$ cat config.mk
export PLATFORM = sky130hd
export DESIGN_NAME = gf180mcu_fd_sc_mcu7t5v0__rrarb4_1_flat
export DESIGN_NICKNAME = d
export VERILOG_FILES = /design/src/rtl/gf180mcu_fd_sc_mcu7t5v0__rrarb4_1_if.sv /design/src/rtl/gf180mcu_fd_sc_mcu7t5v0__rrarb4_1.sv /design/src/flat_wrapper.sv
export SDC_FILE = /design/constraint.sdc
export NUM_CORES = 1
export LEC_CHECK = 0
export CAP_MARGIN = 20
export CORE_AREA = 4 4 41 43
export DETAILED_ROUTE_END_ITERATION = 8
export DIE_AREA = 0 0 45 47
export PLACE_DENSITY = 0.77
export SKIP_LAST_GASP = 1
export SYNTH_ARGS = -nofsm -noshare
export SYNTH_HDL_FRONTEND = slang
export SYNTH_SLANG_ARGS = --single-unit
export TNS_END_PERCENT = 50
$ cat constraint.sdc
create_clock -name CLK -period 1.25 [get_ports CLK]
set_input_delay 0.3125 -clock CLK [delete_from_list [all_inputs] [get_ports CLK]]
set_output_delay 0.3125 -clock CLK [all_outputs]
set_load 0.03 [all_outputs]
$ cat src/rtl/gf180mcu_fd_sc_mcu7t5v0__rrarb4_1_if.sv
// ---------------------------------------------------------------------------
// gf180mcu_fd_sc_mcu7t5v0__rrarb4_1_if
// Request/grant bundle for the four-requester round-robin arbiter.
//   R1..R4 : level-sensitive request lines (request sources -> arbiter)
//   G1..G4 : registered one-hot grant lines (arbiter -> request sources)
//   ZN     : combinational NOR of R1..R4, 1 when nobody is requesting
//   TO     : one-cycle timeout-release pulse (0 when timeout is compiled out)
// Modports:
//   master : the request side (drives R, observes G/ZN/TO)
//   slave  : the arbiter (observes R, drives G/ZN/TO)
// ---------------------------------------------------------------------------
interface gf180mcu_fd_sc_mcu7t5v0__rrarb4_1_if;
  logic R1, R2, R3, R4;
  logic G1, G2, G3, G4;
  logic ZN;
  logic TO;

  modport master (
    output R1, R2, R3, R4,
    input  G1, G2, G3, G4, ZN, TO
  );

  modport slave (
    input  R1, R2, R3, R4,
    output G1, G2, G3, G4, ZN, TO
  );
endinterface

$ cat src/rtl/gf180mcu_fd_sc_mcu7t5v0__rrarb4_1.sv
// ---------------------------------------------------------------------------
// gf180mcu_fd_sc_mcu7t5v0__rrarb4_1
// Four-requester round-robin arbiter with registered, one-hot,
// break-before-make grants and a combinational NOR4 idle term.
//
// Ports:
//   CLK : clock, all state updates on the rising edge
//   RST : asynchronous active-high reset
//   bus : slave side of gf180mcu_fd_sc_mcu7t5v0__rrarb4_1_if
//         (R1..R4 in, G1..G4 / ZN / TO out)
// Parameter:
//   TMO : maximum consecutive grant cycles per owner (1..255), only
//         meaningful with the timeout feature compiled in.
// Optional feature:
//   GF180MCU_FD_SC_MCU7T5V0__RRARB4_TIMEOUT_EN enables the grant-length
//   counter and the TO release pulse. Without it a grant is held for as
//   long as its owner keeps requesting and TO is tied low.
// ---------------------------------------------------------------------------
module gf180mcu_fd_sc_mcu7t5v0__rrarb4_1 #(
  parameter int unsigned TMO = 15
) (
  input  logic                                   CLK,
  input  logic                                   RST,
  gf180mcu_fd_sc_mcu7t5v0__rrarb4_1_if.slave     bus
);

  if (TMO < 1 || TMO > 255) begin : g_bad_tmo
    $error("TMO must be in the range 1..255");
  end

  typedef enum logic {IDLE = 1'b0, GRANT = 1'b1} state_t;

  state_t     state_q, state_d;
  logic [1:0] ptr_q, ptr_d;
  logic [1:0] own_q, own_d;
  logic [3:0] gnt_q, gnt_d;

`ifdef GF180MCU_FD_SC_MCU7T5V0__RRARB4_TIMEOUT_EN
  localparam int unsigned CNT_W = $clog2(TMO + 1);
  localparam logic [CNT_W-1:0] CNT_LAST = CNT_W'(TMO - 1);
  logic [CNT_W-1:0] cnt_q, cnt_d;
  logic             to_q, to_d;
`endif

  logic [3:0] req;
  logic [1:0] cand;
  logic [1:0] pick;
  logic       pick_vld;

  assign req    = {bus.R4, bus.R3, bus.R2, bus.R1};
  assign bus.ZN = ~|req;

  assign bus.G1 = gnt_q[0];
  assign bus.G2 = gnt_q[1];
  assign bus.G3 = gnt_q[2];
  assign bus.G4 = gnt_q[3];

`ifdef GF180MCU_FD_SC_MCU7T5V0__RRARB4_TIMEOUT_EN
  assign bus.TO = to_q;
`else
  assign bus.TO = 1'b0;
`endif

  // Scan from the farthest offset down to PTR itself so that the asserted
  // request closest to PTR (in rotation order) is the one left in pick.
  always_comb begin
    cand     = ptr_q;
    pick     = ptr_q;
    pick_vld = 1'b0;
    for (int i = 3; i >= 0; i--) begin
      cand = ptr_q + 2'(i);
      if (req[cand]) begin
        pick     = cand;
        pick_vld = 1'b1;
      end
    end
  end

  always_comb begin
    state_d = state_q;
    ptr_d   = ptr_q;
    own_d   = own_q;
    gnt_d   = gnt_q;
`ifdef GF180MCU_FD_SC_MCU7T5V0__RRARB4_TIMEOUT_EN
    cnt_d   = cnt_q;
    to_d    = 1'b0;
`endif
    case (state_q)
      IDLE: begin
        gnt_d = 4'b0000;
        if (pick_vld) begin
          own_d   = pick;
          gnt_d   = 4'b0001 << pick;
          state_d = GRANT;
`ifdef GF180MCU_FD_SC_MCU7T5V0__RRARB4_TIMEOUT_EN
          cnt_d   = '0;
`endif
        end
      end
      GRANT: begin
        // A normal release wins over a timeout on the same edge, so TO
        // only fires while the owner is still requesting.
        if (!req[own_q]) begin
          gnt_d   = 4'b0000;
          ptr_d   = own_q + 2'd1;
          state_d = IDLE;
        end
`ifdef GF180MCU_FD_SC_MCU7T5V0__RRARB4_TIMEOUT_EN
        else if (cnt_q == CNT_LAST) begin
          gnt_d   = 4'b0000;
          ptr_d   = own_q + 2'd1;
          state_d = IDLE;
          to_d    = 1'b1;
        end else begin
          cnt_d   = cnt_q + CNT_W'(1);
        end
`endif
      end
      default: begin
        gnt_d   = 4'b0000;
        state_d = IDLE;
      end
    endcase
  end

  always_ff @(posedge CLK or posedge RST) begin
    if (RST) begin
      state_q <= IDLE;
      ptr_q   <= 2'd0;
      own_q   <= 2'd0;
      gnt_q   <= 4'b0000;
`ifdef GF180MCU_FD_SC_MCU7T5V0__RRARB4_TIMEOUT_EN
      cnt_q   <= '0;
      to_q    <= 1'b0;
`endif
    end else begin
      state_q <= state_d;
      ptr_q   <= ptr_d;
      own_q   <= own_d;
      gnt_q   <= gnt_d;
`ifdef GF180MCU_FD_SC_MCU7T5V0__RRARB4_TIMEOUT_EN
      cnt_q   <= cnt_d;
      to_q    <= to_d;
`endif
    end
  end

endmodule

$ cat src/flat_wrapper.sv
// flat-port wrapper written by rule: the top's interface ports become plain ports
module gf180mcu_fd_sc_mcu7t5v0__rrarb4_1_flat 
#(
  parameter int unsigned TMO = 15
)
  (CLK, RST, bus_R1, bus_R2, bus_R3, bus_R4, bus_G1, bus_G2, bus_G3, bus_G4, bus_ZN, bus_TO);
  gf180mcu_fd_sc_mcu7t5v0__rrarb4_1_if bus_i ();
  input  logic CLK;
  input  logic RST;
  input wire logic [$bits(bus_i.R1)-1:0] bus_R1;
  input wire logic [$bits(bus_i.R2)-1:0] bus_R2;
  input wire logic [$bits(bus_i.R3)-1:0] bus_R3;
  input wire logic [$bits(bus_i.R4)-1:0] bus_R4;
  output wire logic [$bits(bus_i.G1)-1:0] bus_G1;
  output wire logic [$bits(bus_i.G2)-1:0] bus_G2;
  output wire logic [$bits(bus_i.G3)-1:0] bus_G3;
  output wire logic [$bits(bus_i.G4)-1:0] bus_G4;
  output wire logic [$bits(bus_i.ZN)-1:0] bus_ZN;
  output wire logic [$bits(bus_i.TO)-1:0] bus_TO;
  assign bus_i.R1 = bus_R1;
  assign bus_i.R2 = bus_R2;
  assign bus_i.R3 = bus_R3;
  assign bus_i.R4 = bus_R4;
  assign bus_G1 = bus_i.G1;
  assign bus_G2 = bus_i.G2;
  assign bus_G3 = bus_i.G3;
  assign bus_G4 = bus_i.G4;
  assign bus_ZN = bus_i.ZN;
  assign bus_TO = bus_i.TO;
  gf180mcu_fd_sc_mcu7t5v0__rrarb4_1 #(.TMO(TMO)) u_core (.CLK(CLK), .RST(RST), .bus(bus_i));
endmodule
==> results of run 1 <==
-- metal layers --
layer | vias to the layer above | part of all wire (%) | GRT usage, %
li1 | 224 | - | -
met2 | 15 | 45 | 19.5
met4 | 0 | 1.9 | 8.77
met1 | 207 | 46 | 19.2
met5 | - | 0 | 0
met3 | 3 | 6.2 | 3.45
-- metrics by stage --
stage / TNS (ns) / setup slack [ns] / total power, mW
after floorplan: -0.807 / -0.156 / 1.12
after global placement: -5.53 / -0.613 / 1.43
after detailed placement: -5.80 / -0.648 / 1.45
after CTS: -0.812 / -0.129 / 1.71
after global routing: -1.30 / -0.221 / 1.90
final: -0.801 / -0.126 / 1.75
-- cells by family after synthesis --
logic type             count (synthesis)  synth area share (%)
other                                  1                 0.724
AND/OR/NAND/NOR                       16                  20.8
AO/OA/AOI/OAI                         16                  23.9
flip-flops                             9                  43.5
XOR/XNOR                               1                  1.69
multiplexers                           2                  6.52
buffers and inverters                  3                  2.90
-- state kept, by name, indices dropped and copies added (netlist names) --
register        flops
u_core.gnt_q        4
u_core.state_q      1
u_core.own_q        2
u_core.ptr_q        2
-- power by group --
part | internal (mW) | switching [mW]
Clock | 0.123 | 0.0986
Sequential | 0.434 | 0.0924
Combinational | 0.495 | 0.511
-- layout make-up --
cell class	count	area share, %
Clock buffer	4	3.50
Timing Repair Buffer	21	22.7
Multi-Input combinational cell	36	40.3
Sequential cell	9	30.0
Tap cell	15	2.50
Inverter	2	1.00
-- repair_timing --
| action | in CTS | in global routing |
|---|---|---|
| endpoints found under the hold margin | 0 | 0 |
| setup buffers | 2 | 2 |
| setup endpoints to repair | 10 | 10 |
| pin swaps | 5 | 2 |
| resized for setup | 17 | 4 |
-- Yosys cell counts, types with 2 or more instances --
cell / number / area share [%]
sky130_fd_sc_hd__nor2b_1: 2 / 2.4
sky130_fd_sc_hd__nor2_1: 2 / 1.4
sky130_fd_sc_hd__o21ai_1: 3 / 2.9
sky130_fd_sc_hd__nand2_1: 6 / 4.3
sky130_fd_sc_hd__inv_1: 2 / 1.4
sky130_fd_sc_hd__dfrtp_1: 9 / 43
sky130_fd_sc_hd__o21ai_0: 4 / 3.9
sky130_fd_sc_hd__a32o_1: 2 / 3.9
-- worst max-delay path, stage by stage --
cell and delay [ns]:
sky130_fd_sc_hd__dlygate4sd2_1 0.32, sky130_fd_sc_hd__nor4_4 0.21, sky130_fd_sc_hd__buf_4 0.21
-- path summary, 6_finish.rpt --
| path | start | endpoint |
|---|---|---|
| setup / recovery | bus_R3 | bus_ZN |
| hold / removal | RST | u_core.ptr_q[1]$_DFFE_PP0P_ |
| setup reg to reg | u_core.own_q[1]$_DFFE_PP0P_ | u_core.gnt_q[3]$_DFFE_PP0P_ |
| hold reg to reg | u_core.gnt_q[0]$_DFFE_PP0P_ | u_core.gnt_q[0]$_DFFE_PP0P_ |
| max in group asynchronous | RST | u_core.gnt_q[3]$_DFFE_PP0P_ |
| min in group CLK | u_core.gnt_q[0]$_DFFE_PP0P_ | u_core.gnt_q[0]$_DFFE_PP0P_ |
==> summary.txt, run 1 <==
Global routing
  – Maximum number of pins on one net before global-route repair: 10
  – Number of global-route vias before repair: 452
  – Wire length of the first global-routing pass: 2080 um
  – Overall overflow remaining after global route: 0
  – Total global-route track usage: 14.0%
  – Antenna violations before repair: 0

Timing
  – Final Skew: 0.000468 ns
  – Fin. Hold Viols: 0
  – Pins Over Slew Limit: 0
  – Post-layout min period: 1.38 ns
  – Unrepaired setup endpoints after global routing: true
  – Maximum clock frequency: 0.727 GHz
  – Final worst-path setup slack: -0.126 ns
  – Worst-case hold slack: 0.310 ns
  – Final period utilization: 110%
  – Setup violators final: 9

Floorplanning
  – Overall die height: 47 um
  – Core area: 0.00130 sq mm
  – Chip Width: 45 um
  – Num ports: 12
  – Overall die area: 0.00212 sq mm
  – Standard-cell row count: 13
  – Starting utilization of the core area: 39.8%

Placed design
  – Detailed placer's ending HPWL: 892 um
  – Placed cells: 79
  – Gpl congestion: 0.802
  – Post-placement cell area: 672 sq um
  – Count of input and output buffers: 10

Critical path
  – Critical path capture point type: primary output
  – Required arrival time at the worst endpoint: 0.94 ns
  – CP max FO: 6
  – R2r worst-path depth: 3
  – Crit path arrival time: 1.06 ns
  – Crit Path Class: primary input to primary output
  – Category of the worst setup path launch point: primary input
  – Reg2Reg Setup Slack: -0.13 ns

Clocking
  – Clock slew at reported path FFs: 0.06 ns
  – Number of buffers created by CTS: 3
  – Clock latency on the worst-skew pair: 0.26 ns
  – Number of sinks driven by the clock tree: 9
  – Quantity of hold-fixing buffers added after cts: 0
  – Level count of the clock H-tree: 1
  – CTS max path bufs: 2
  – TritonCTS clock tree: yes
  – Clock root buffer master: sky130_fd_sc_hd__clkbuf_4

Finish
  – Layout cell share with drive strength beyond 1: 50.0%
  – Number of filler instances in the final layout: 119
  – Most common library cell in the layout ignoring fill and taps: sky130_fd_sc_hd__buf_4
  – Finished Core Util: 57.7%
  – Area overhead of the layout relative to synthesis: 44.9%
  – Total number of nets in the final design: 79
  – Antenna Diode Count: 0
  – Number of standard cells in the final layout excluding fillers: 87
  – FF/Latch Area: 225 sq um
  – Top library cells by usage in the layout, fill and taps aside: sky130_fd_sc_hd__buf_4 (15), sky130_fd_sc_hd__dfrtp_1 (9), sky130_fd_sc_hd__nand2_1 (6)
  – Final standard cell area without fillers: 751 sq um
  – Multi-input logic area: 303 sq um

Synth
  – Share of synthesized area occupied by flip-flops and latches: 43.5%
  – Share of flip-flops with an asynchronous set or reset after synthesis: 100%
  – Warnings from Yosys: 0
  – Flip-flop and latch count after synthesis: 9
  – Synthesized netlist cell count: 48
  – Most used DFF post-synth: sky130_fd_sc_hd__dfrtp_1
  – Post-synth net total: 54
  – Post-synth EDFFs: 0
  – Synthesized cell area: 518 sq um
  – Distinct cells, synth: 26
  – Syn avg cell area: 10.8 sq um

Route
  – Mean routed wirelength per cell: 13.6 um
  – DR iter-0 viols: 8
  – Detailed-route via count: 449
  – Post-route ant nets: 0
  – Total wire length after detailed routing: 1190 um
  – Via/cell ratio: 5.16
  – Count of unresolved DRC violations after routing: 0
  – Iteration count of the initial detailed-routing pass: 4

Outcome
  – Result of the run: finished with violations
  – Violations in the final reports: negative setup slack

Hold path
  – Hold Crit Class: primary input to asynchronous set/reset pin

Power and ir drop
  – Largest vdd supply drop: 0.00117 V
  – Pwr Density: 2340 mW/mm^2
  – Leakage power: 0.346 nW

Flow run
  – MaxCap Viol Count: 0
Power figures use the tool's default switching activity.
==> inputs of run 2 (changes only) <==
CORE_AREA = unset   (was 4 4 41 43)
CORE_MARGIN = 4   (was unset)
CORE_UTILIZATION = 28   (was unset)
CTS_CLUSTER_DIAMETER = 120   (was unset)
DIE_AREA = unset   (was 0 0 45 47)
PLACE_DENSITY = 0.62   (was 0.77)
==> run 2 against run 1 <==
  * The flow still finishes with violations (negative setup slack)
  * Combinational power about the same
  * Sequential power up 0.8%
  * Total power down 1.1%
  * Clock-buffer cell count unchanged
  * Sequential share of layout area down 0.10 points
  * Clock power about the same
  * Register-to-register slack worse by 0.05 ns
  * Maximum frequency down 3.3%
  * Via count up 5.8%
  * Critical path depth unchanged
  * Sequential cell count unchanged
  * Die area up 23%
  * Largest cell class unchanged
==> summary.txt, run 2 (synthesis gave the netlist of run 1 again) <==
Global routing
  – Total global-route track usage: 10.7% (-3.3 points)
  – Maximum number of pins on one net before global-route repair: 10 (unchanged)
  – Number of global-route vias before repair: 462 (+2.2%)
  – Wire length of the first global-routing pass: 2040 um (-2.0%)
  – Overall overflow remaining after global route: 0 (unchanged)
  – Antenna violations before repair: 0 (unchanged)

Outcome
  – Violations in the final reports: negative setup slack
  – Result of the run: finished with violations

Clocking
  – Level count of the clock H-tree: 1 (unchanged)
  – CTS max path bufs: 2 (unchanged)
  – Quantity of hold-fixing buffers added after cts: 0 (unchanged)
  – Number of buffers created by CTS: 3 (unchanged)
  – Clock slew at reported path FFs: 0.06 ns (about the same)
  – Number of sinks driven by the clock tree: 9 (unchanged)
  – Clock root buffer master: sky130_fd_sc_hd__clkbuf_4
  – TritonCTS clock tree: yes
  – Clock latency on the worst-skew pair: 0.26 ns (about the same)

Floorplanning
  – Overall die area: 0.00260 sq mm (+23%)
  – Num ports: 12 (unchanged)
  – Overall die height: 51.0 um (+8.5%)
  – Standard-cell row count: 15 (+2)
  – Core area: 0.00175 sq mm (+34%)
  – Chip Width: 51.0 um (+13%)
  – Starting utilization of the core area: 29.7% (-10 points)

Hold path
  – Hold Crit Class: primary input to asynchronous set/reset pin

Finish
  – Most common library cell in the layout ignoring fill and taps: sky130_fd_sc_hd__buf_4
  – Top library cells by usage in the layout, fill and taps aside: sky130_fd_sc_hd__buf_4 (17), sky130_fd_sc_hd__dfrtp_1 (9), sky130_fd_sc_hd__nand2_1 (6)
  – Final standard cell area without fillers: 753 sq um (+0.33%)
  – Total number of nets in the final design: 81 (+2.5%)
  – Largest regs: u_core.gnt_q x4, u_core.own_q x2, u_core.ptr_q x2
  – Number of flip-flops in the largest register: 4 (unchanged)
  – Number of filler instances in the final layout: 170 (+43%)
  – FF/Latch Area: 225 sq um (unchanged)
  – Antenna Diode Count: 0 (unchanged)
  – Area overhead of the layout relative to synthesis: 45.4%
  – Layout cell share with drive strength beyond 1: 44.6% (-5.4 points)
  – Register ranked first by flip-flop count: u_core.gnt_q
  – Multi-input logic area: 280 sq um (-7.4%)

Critical path
  – CP max FO: 5 (-1)
  – Category of the worst setup path launch point: register
  – Critical path capture point type: register
  – Crit Path Class: register to register
  – Crit path arrival time: 1.57 ns (+0.51 ns)
  – Required arrival time at the worst endpoint: 1.40 ns (+0.46 ns)

Power and ir drop
  – Largest vdd supply drop: 0.00100 V (-15%)
  – Sequential power share: 30.6% (+0.6 points)
  – Relative contribution of combinational cells to total power: 56.6% (-0.8 points)
  – Sw Ratio: 40.0% (about the same)
  – Cell Int Power: 1.04 mW (-1.1%)
  – Leakage power: 0.350 nW (+1.1%)
  – P_sw: 0.695 mW (-1.1%)
  – Pwr Density: 2300 mW/mm^2 (-1.4%)
  – Clock network fraction of design power: 12.8% (+0.2 points)

Route
  – Detailed-route via count: 475 (+5.8%)
  – Max Used Layer: met4
  – DR iter-0 viols: 7 (-1)
  – Mean routed wirelength per cell: 12.5 um (-8.5%)
  – Total wire length after detailed routing: 1240 um (+4.1%)
  – Met3 layer wire length in the routed design: 33 um (-55%)
  – Via/cell ratio: 4.80 (-7.0%)
  – Met2 wire length: 554 um (+3.0%)
  – Count of unresolved DRC violations after routing: 0 (unchanged)
  – Wl on met1: 628 um (+14%)
  – Post-route ant nets: 0 (unchanged)
  – Iteration count of the initial detailed-routing pass: 4 (unchanged)

Timing
  – Final Skew: 0.00242 ns (+0.00195 ns)
  – Final period utilization: 114% (+3.7 points)
  – Post-layout min period: 1.42 ns (+0.0468 ns)
  – Worst-case hold slack: 0.308 ns (-0.00193 ns)
  – Unrepaired setup endpoints after global routing: true
  – TNS Setup: -1.28 ns (-0.474 ns)
  – Worst slew pin tran: 0.491 ns
  – Fin. Hold Viols: 0 (unchanged)
  – Maximum clock frequency: 0.703 GHz (-3.3%)
  – Pins Over Slew Limit: 0 (unchanged)
  – Final worst-path setup slack: -0.172 ns (-0.0468 ns)
  – Slew headroom: 67.1%
  – Setup violators final: 10 (+1)

Placed design
  – Gpl congestion: 0.779 (-2.9%)
  – Detailed placer's ending HPWL: 959 um (+7.5%)
  – Post-placement cell area: 707 sq um (+5.2%)
  – Count of input and output buffers: 10 (unchanged)

Flow run
  – MaxCap Viol Count: 0 (unchanged)
run 2: worst max-delay path, stage by stage (launching register included):
cell and delay (ns):
sky130_fd_sc_hd__dfrtp_1 0.38, sky130_fd_sc_hd__mux4_2 0.55, sky130_fd_sc_hd__and2_4 0.18, sky130_fd_sc_hd__or2_1 0.20
run 2: cell type report:
cell class	count	share of cell area (%)
clock buffer	4	3.49
multi-input combinational	36	37.2
inverter	2	0.997
tap	25	4.15
sequential	9	29.9
timing repair buffer	23	24.3
run 2: power by group through the flow:
| stage | logic (mW) | clock network (mW) | registers, mW |
|---|---|---|---|
| 4_1_cts | 0.959 | 0.228 | 0.533 |
| 3_3_place_gp | 0.942 | 0 | 0.534 |
| 6_report | 0.983 | 0.222 | 0.531 |
| 3_5_place_dp | 0.950 | 0 | 0.539 |
| 5_1_grt | 1.06 | 0.249 | 0.549 |
| 2_1_floorplan | 0.443 | 0 | 0.677 |
run 2: repair_timing:
action                                  in CTS  in global routing
endpoints found under the setup margin      10                 10
pin swaps                                    3                  1
buffers inserted                             3                  1
resized for setup                           10                  0
run 2: through the flow:
| stage | worst slack (ns) | std cells | utilization, % | power [mW] |
|---|---|---|---|---|
| finish | -0.172 | 99 | 43.2 | 1.74 |
| detailed placement | -0.670 | 92 | 40.5 | 1.49 |
| floorplan | -0.156 | 48 | - | 1.12 |
| global route | -0.210 | 99 | 43.2 | 1.86 |
| CTS | -0.174 | 98 | 42.7 | 1.72 |
| global placement | -0.669 | 92 | 40.5 | 1.48 |
run 2: per-layer routing:
metal	global-route usage, %	vias to the layer above
met5	0	-
met4	6.73	0
met3	0.875	3
met2	15.7	13
met1	15.0	229
li1	-	230
run 2: final timing paths:
check	startpoint	endpoint	slack, ns	cells after the start
worst max-delay path	u_core.own_q[1]$_DFFE_PP0P_	u_core.state_q$_DFF_PP0_	-0.17	3
worst min-delay path	RST	u_core.gnt_q[0]$_DFFE_PP0P_	0.31	2
worst max register to register	u_core.own_q[1]$_DFFE_PP0P_	u_core.state_q$_DFF_PP0_	-0.17	3
worst min register to register	u_core.gnt_q[2]$_DFFE_PP0P_	u_core.gnt_q[2]$_DFFE_PP0P_	0.50	1
max in group asynchronous	RST	u_core.gnt_q[1]$_DFFE_PP0P_	0.69	2
min in group CLK	u_core.gnt_q[2]$_DFFE_PP0P_	u_core.gnt_q[2]$_DFFE_PP0P_	0.50	1
